**src/rtl/swt16_pkg.sv**
```systemverilog
// Shared constants for the swt16 core: the NOP encoding and default
// fetch geometry used by the prefetch unit and its neighbours.
package swt16_pkg;

  localparam logic [15:0] NOP_INSTR            = 16'h0000;
  localparam int          PC_INCREMENT_DEFAULT = 2;
  localparam int          QUEUE_DEPTH_DEFAULT  = 4;

  // Width of an occupancy counter that must be able to hold 0..depth.
  function automatic int countWidth(input int depth);
    return $clog2(depth + 1);
  endfunction

endpackage

```
**src/rtl/prefetch_fifo.sv**
```systemverilog
// Generic synchronous FIFO with a synchronous clear and an occupancy count.
// DEPTH must be a power of two so the pointers wrap naturally.
module prefetch_fifo
  import swt16_pkg::*;
#(
  parameter  int WIDTH = 28,
  parameter  int DEPTH = 4,
  localparam int PTR_W = $clog2(DEPTH),
  localparam int CNT_W = countWidth(DEPTH)
) (
  input  logic             clk_i,
  input  logic             rst_ni,
  input  logic             clear_i,
  input  logic             push_i,
  input  logic [WIDTH-1:0] data_i,
  input  logic             pop_i,
  output logic [WIDTH-1:0] data_o,
  output logic [CNT_W-1:0] count_o,
  output logic             empty_o
);

  logic [WIDTH-1:0] mem_q [DEPTH];
  logic [PTR_W-1:0] wr_ptr_q, wr_ptr_d;
  logic [PTR_W-1:0] rd_ptr_q, rd_ptr_d;
  logic [CNT_W-1:0] count_q, count_d;
  logic             full;
  logic             do_push;
  logic             do_pop;

  assign full    = (count_q == CNT_W'(DEPTH));
  assign empty_o = (count_q == '0);
  assign count_o = count_q;
  assign data_o  = mem_q[rd_ptr_q];

  // Clear wins over everything; pushes into full and pops from empty are dropped.
  assign do_push = push_i && !full && !clear_i;
  assign do_pop  = pop_i && !empty_o && !clear_i;

  always_comb begin
    wr_ptr_d = wr_ptr_q;
    rd_ptr_d = rd_ptr_q;
    count_d  = count_q;
    if (clear_i) begin
      wr_ptr_d = '0;
      rd_ptr_d = '0;
      count_d  = '0;
    end else begin
      if (do_push) begin
        wr_ptr_d = wr_ptr_q + PTR_W'(1);
      end
      if (do_pop) begin
        rd_ptr_d = rd_ptr_q + PTR_W'(1);
      end
      if (do_push && !do_pop) begin
        count_d = count_q + CNT_W'(1);
      end else if (do_pop && !do_push) begin
        count_d = count_q - CNT_W'(1);
      end
    end
  end

  always_ff @(posedge clk_i or negedge rst_ni) begin
    if (!rst_ni) begin
      wr_ptr_q <= '0;
      rd_ptr_q <= '0;
      count_q  <= '0;
    end else begin
      wr_ptr_q <= wr_ptr_d;
      rd_ptr_q <= rd_ptr_d;
      count_q  <= count_d;
    end
  end

  always_ff @(posedge clk_i) begin
    if (do_push) begin
      mem_q[wr_ptr_q] <= data_i;
    end
  end

endmodule

```
**src/rtl/prefetch_unit.sv**
```systemverilog
// Instruction prefetch unit: streams sequential PMEM reads into a small queue
// feeding decode. Define PREFETCH_BYPASS_EN to let a response skip an empty queue.
module prefetch_unit
  import swt16_pkg::*;
#(
  parameter  int PC_WIDTH     = 12,
  parameter  int PMEM_WIDTH   = 16,
  parameter  int PC_INCREMENT = PC_INCREMENT_DEFAULT,
  parameter  int QUEUE_DEPTH  = QUEUE_DEPTH_DEFAULT,
  localparam int CNT_W        = countWidth(QUEUE_DEPTH)
) (
  input  logic                  clock,
  input  logic                  reset,
  input  logic                  in_set_pc,
  input  logic [PC_WIDTH-1:0]   in_branch_pc,
  output logic [PC_WIDTH-1:0]   out_pmem_addr,
  output logic                  out_pmem_req,
  input  logic [PMEM_WIDTH-1:0] in_instr,
  output logic                  out_valid,
  input  logic                  in_ready,
  output logic [PMEM_WIDTH-1:0] out_instr,
  output logic [PC_WIDTH-1:0]   out_pc,
  output logic [CNT_W-1:0]      out_count
);

  localparam int ENTRY_W = PC_WIDTH + PMEM_WIDTH;
  localparam int OCC_W   = CNT_W + 1;

  logic [PC_WIDTH-1:0]   fetch_pc_q, fetch_pc_d;
  logic [PC_WIDTH-1:0]   pend_pc_q, pend_pc_d;
  logic                  pending_q, pending_d;
  logic [OCC_W-1:0]      occupancy;
  logic                  issue;
  logic                  bypass_hit;
  logic                  push;
  logic                  pop;
  logic [ENTRY_W-1:0]    head_entry;
  logic [PC_WIDTH-1:0]   head_pc;
  logic [PMEM_WIDTH-1:0] head_instr;
  logic                  empty;
  logic [CNT_W-1:0]      count;

  // The in-flight read counts against capacity, so the queue can never overflow.
  assign occupancy = {1'b0, count} + {{CNT_W{1'b0}}, pending_q};
  assign issue     = reset && !in_set_pc && (occupancy < OCC_W'(QUEUE_DEPTH));

  assign out_pmem_req  = issue;
  assign out_pmem_addr = fetch_pc_q;

`ifdef PREFETCH_BYPASS_EN
  assign bypass_hit = empty && pending_q && !in_set_pc;
`else
  assign bypass_hit = 1'b0;
`endif

  assign head_pc    = head_entry[ENTRY_W-1 -: PC_WIDTH];
  assign head_instr = head_entry[PMEM_WIDTH-1:0];

  assign out_valid = !in_set_pc && (!empty || bypass_hit);
  assign pop       = !in_set_pc && !empty && in_ready;
  assign push      = pending_q && !in_set_pc && !(bypass_hit && in_ready);
  assign out_count = count;

  always_comb begin
    out_instr = PMEM_WIDTH'(NOP_INSTR);
    out_pc    = '0;
    if (!empty) begin
      out_instr = head_instr;
      out_pc    = head_pc;
    end else if (bypass_hit) begin
      out_instr = in_instr;
      out_pc    = pend_pc_q;
    end
  end

  // A redirect discards the outstanding response and restarts fetch at the target.
  always_comb begin
    fetch_pc_d = fetch_pc_q;
    pend_pc_d  = pend_pc_q;
    pending_d  = pending_q;
    if (in_set_pc) begin
      fetch_pc_d = in_branch_pc;
      pending_d  = 1'b0;
    end else begin
      pending_d = issue;
      if (issue) begin
        pend_pc_d  = fetch_pc_q;
        fetch_pc_d = fetch_pc_q + PC_WIDTH'(PC_INCREMENT);
      end
    end
  end

  always_ff @(posedge clock or negedge reset) begin
    if (!reset) begin
      fetch_pc_q <= '0;
      pend_pc_q  <= '0;
      pending_q  <= 1'b0;
    end else begin
      fetch_pc_q <= fetch_pc_d;
      pend_pc_q  <= pend_pc_d;
      pending_q  <= pending_d;
    end
  end

  prefetch_fifo #(
    .WIDTH (ENTRY_W),
    .DEPTH (QUEUE_DEPTH)
  ) u_fifo (
    .clk_i   (clock),
    .rst_ni  (reset),
    .clear_i (in_set_pc),
    .push_i  (push),
    .data_i  ({pend_pc_q, in_instr}),
    .pop_i   (pop),
    .data_o  (head_entry),
    .count_o (count),
    .empty_o (empty)
  );

endmodule

```
**config.mk**
```make
export PLATFORM = sky130hd
export DESIGN_NAME = prefetch_unit
export DESIGN_NICKNAME = d
export VERILOG_FILES = /design/src/rtl/swt16_pkg.sv /design/src/rtl/prefetch_fifo.sv /design/src/rtl/prefetch_unit.sv
export SDC_FILE = /design/constraint.sdc
export NUM_CORES = 1
export LEC_CHECK = 0
export BUFFER_PORTS_ARGS = -buffer_cell sky130_fd_sc_hd__buf_2
export CAP_MARGIN = 15
export CORE_AREA = 2 2 102 104
export CTS_CLUSTER_SIZE = 12
export DETAILED_ROUTE_END_ITERATION = 12
export DIE_AREA = 0 0 104 106
export PLACE_DENSITY = 0.81
export SYNTH_ARGS = -nofsm -noshare
export SYNTH_HDL_FRONTEND = slang
export SYNTH_SLANG_ARGS = --single-unit
```
**constraint.sdc**
```tcl
create_clock -name clock -period 4.4 [get_ports clock]
set_input_delay 0.44 -clock clock [delete_from_list [all_inputs] [get_ports clock]]
set_output_delay 0.44 -clock clock [all_outputs]
set_load 0.05 [all_outputs]
```
==> reports/results.ini <==
[yosys]
async_flop_share_pct = 22.2
yosysSeqAreaShare_pct = 71.0
yosys.cell_types.count = 46
synth_edf_count = 112
ys_ff_latch = 144
synth_nets = 392
syn_area_per_cell_um2 = 16.6
syn_inst = 354
synthFlopType = edfxtp_1
yosys_warnings = 0
synth_area_um2 = 5860

[worst_hold_path]
holdCritPathClass = in -> reg
hp-start = in_branch_pc[1]

[setup_path]
cp-startpoint = reset
startpoint_type = input pin
r2r_start = u_fifo.count_o[2]$_DFFE_PN0P_
critPathKind = in -> out
crit_arrival_ns = 2.64
required_ns = 3.96
cp_max_fo = 34
end_kind = output port

[placement]
dp_cells = 557
numPortBuffers = 76
place.gp.congestion = 0.829
place_hpwl_mm = 6.49
pre_cts_ws_ns = 1.80

[clocking]
cts_buffer_depth = 2
cts_inserted_buffers = 17
cts_root_buf = clkbuf_8
h-tree-depth = 4
clock-sinks = 144
clock_latency_ns = 0.51
path_clk_slew_ns = 0.06
cts_tree = built
cts.repair.resized = 0

[routing]
first_iter_violations = 172
drt-total-wl_mm = 11.0
drc_errors = 0
vias = 3325
firstDrtPassIters = 4
antenna_left = 0
avgRoutedWirePerCell_um = 18.7
via_per_inst = 5.64

[timing]
setup_tns_ns = 0
worstMarginPinSlew_ns = 0.970
max-slew-margin-rel_pct = 35.3
fin_worst_skew_ns = 0.00677
slew_viol_final = 0
rsz0062_at_grt = no
setup_viol = 0
fin_crit_ns = 3.08
hold_viol = 0
finalCritPeriodShare_pct = 70.0
fmax_ghz = 0.325
finalWorstSetupSlack_ns = 1.32

[final_layout]
diodes = 0
mostFrequentLayoutCells = edfxtp_1 (112), buf_2 (76), nand2_1 (43)
nets = 479
drive_gt1_share_pct = 32.8
layoutNonFillerInstCount = 590
layout_commonest_cell = edfxtp_1
area_growth_pct = 19.1

[floorplan]
io-pin-count = 77
rows = 37
dieArea_um2 = 11000
core_um2 = 10000
die-width_um = 104
start_util_pct = 58.6
die_h_um = 106

[grt]
grt-ovfl-total = 0
grt_pass1_vias = 3389
antenna_found_initial = 0
grt_pass1_wl_mm = 17.8
grt_usage_pct = 21.4
grt_start_max_net_pins = 35

[pwr]
power_frac_comb_pct = 32.7
seq_power_share_pct = 38.8
p_leak_nw = 2.64
p_clk_share_pct = 28.5
power.density_nw_per_um2 = 687
p_int_w = 0.00294
peakVddDrop_mv = 0.543
power.switching_w = 0.00186
sw_frac_of_total_pct = 38.7

[flow_run]
max-cap-violations = 0

[status]
run_status = finished clean

## power groups by stage
| stage | Sequential (W) | Combinational (W) | Clock (W) |
|---|---|---|---|
| after floorplan | 0.00186 | 0.00122 | 0 |
| after global placement | 0.00187 | 0.00155 | 0 |
| after detailed placement | 0.00189 | 0.00157 | 0 |
| after CTS | 0.00187 | 0.00158 | 0.00139 |
| after global routing | 0.00190 | 0.00166 | 0.00144 |
| final | 0.00186 | 0.00157 | 0.00137 |
## worst max-delay path, cell delays in order
cell           delay [ns]
dlygate4sd3_1        0.51
buf_2                0.09
buf_4                0.36
nand3_2              0.46
inv_2                0.43
buf_2                0.33
## through the flow
stage	power, W	cell area [um2]	util (%)	hold WS, ns
CTS	0.00484	6990	69.9	0.116
finish	0.00480	6990	69.9	0.140
floorplan	0.00308	5860	-	0.144
global placement	0.00342	6400	64.0	0.482
detailed placement	0.00346	6400	64.0	0.491
global route	0.00500	6990	69.9	0.125
## repair_timing
item / CTS / global route
hold buffers: 1 / 0
endpoints found under the hold margin: 32 / 0
buffers inserted: 0 / 0
## sequential cells by signal (all words and copies together) (netlist names)
signal / flops
pend_pc_q: 12
u_fifo.count_o: 3
out_pmem_addr: 12
u_fifo.wr_ptr_q: 2
pending_q: 1
u_fifo.rd_ptr_q: 2
u_fifo.mem_q: 112
## kinds of logic (layout without fill, tap and decap cells)
kind of cell,after synthesis,after routing,share of synthesized area (%)
AOI/OAI and AO/OA,29,29,3.58
muxes,33,33,11.7
xor gates and xnor gates,4,4,0.597
buffers and inverters,26,126,1.86
DFF,144,144,71.0
adders and majority gates,6,6,1.41
and+or+nand+nor,112,112,9.88
## Yosys cell counts (2+ instances only)
| cell type | count | area [um2] |
|---|---|---|
| a22oi_1 | 3 | 22.5 |
| o211ai_1 | 2 | 15.0 |
| mux4_2 | 28 | 631 |
| and4_1 | 3 | 26.3 |
| nor2_1 | 11 | 41.3 |
| ha_1 | 5 | 62.6 |
| inv_1 | 9 | 33.8 |
| a221o_1 | 3 | 30.0 |
| buf_4 | 2 | 15.0 |
| clkbuf_1 | 6 | 22.5 |
| a21oi_1 | 4 | 20.0 |
| or4_1 | 2 | 15.0 |
| nand3_1 | 5 | 25.0 |
| and2_1 | 5 | 31.3 |
| edfxtp_1 | 112 | 3360 |
| nor2b_1 | 30 | 188 |
| buf_2 | 3 | 15.0 |
| a21o_1 | 2 | 15.0 |
| buf_1 | 5 | 18.8 |
| nor3_1 | 4 | 20.0 |
| mux2i_1 | 2 | 20.0 |
| mux2_1 | 2 | 22.5 |
| nand4_1 | 2 | 12.5 |
| xnor2_1 | 4 | 35.0 |
| dfrtp_1 | 32 | 801 |
| o21ai_0 | 6 | 30.0 |
| nand2_1 | 43 | 161 |
## final cells by class
class                   count  area (um2)
clock inverters            15         159
repair buffers             84         443
multi-input cells         184        1600
fillers                   666        3010
flip-flops and latches    144        4170
well taps                 136         170
inverters                  10        37.5
clock buffers              17         414
## per-layer routing
layer / vias up / track usage (%) / part of all wire (%)
li1: 1526 / - / -
met3: 8 / 4.78 / 4.6
met5: - / 0 / 0
met1: 1682 / 30.0 / 45
met2: 109 / 34.1 / 50
met4: 0 / 7.05 / 0.46
## path summary, 6_finish.rpt
kind	endpoint	slack [ns]	cells after the start
max in group asynchronous	u_fifo.rd_ptr_q[0]$_DFFE_PN0P_	3.60	3
min in group asynchronous	u_fifo.count_o[1]$_DFFE_PN0P_	0.48	3
setup reg to reg	u_fifo.count_o[2]$_DFFE_PN0P_	2.04	9
setup / recovery	out_pmem_req	1.32	6
hold / removal	out_pmem_addr[1]$_DFFE_PN0N_	0.14	3
hold reg to reg	u_fifo.mem_q[3][24]$_DFFE_PP_	0.53	0
(Power assumes the default switching activity.)
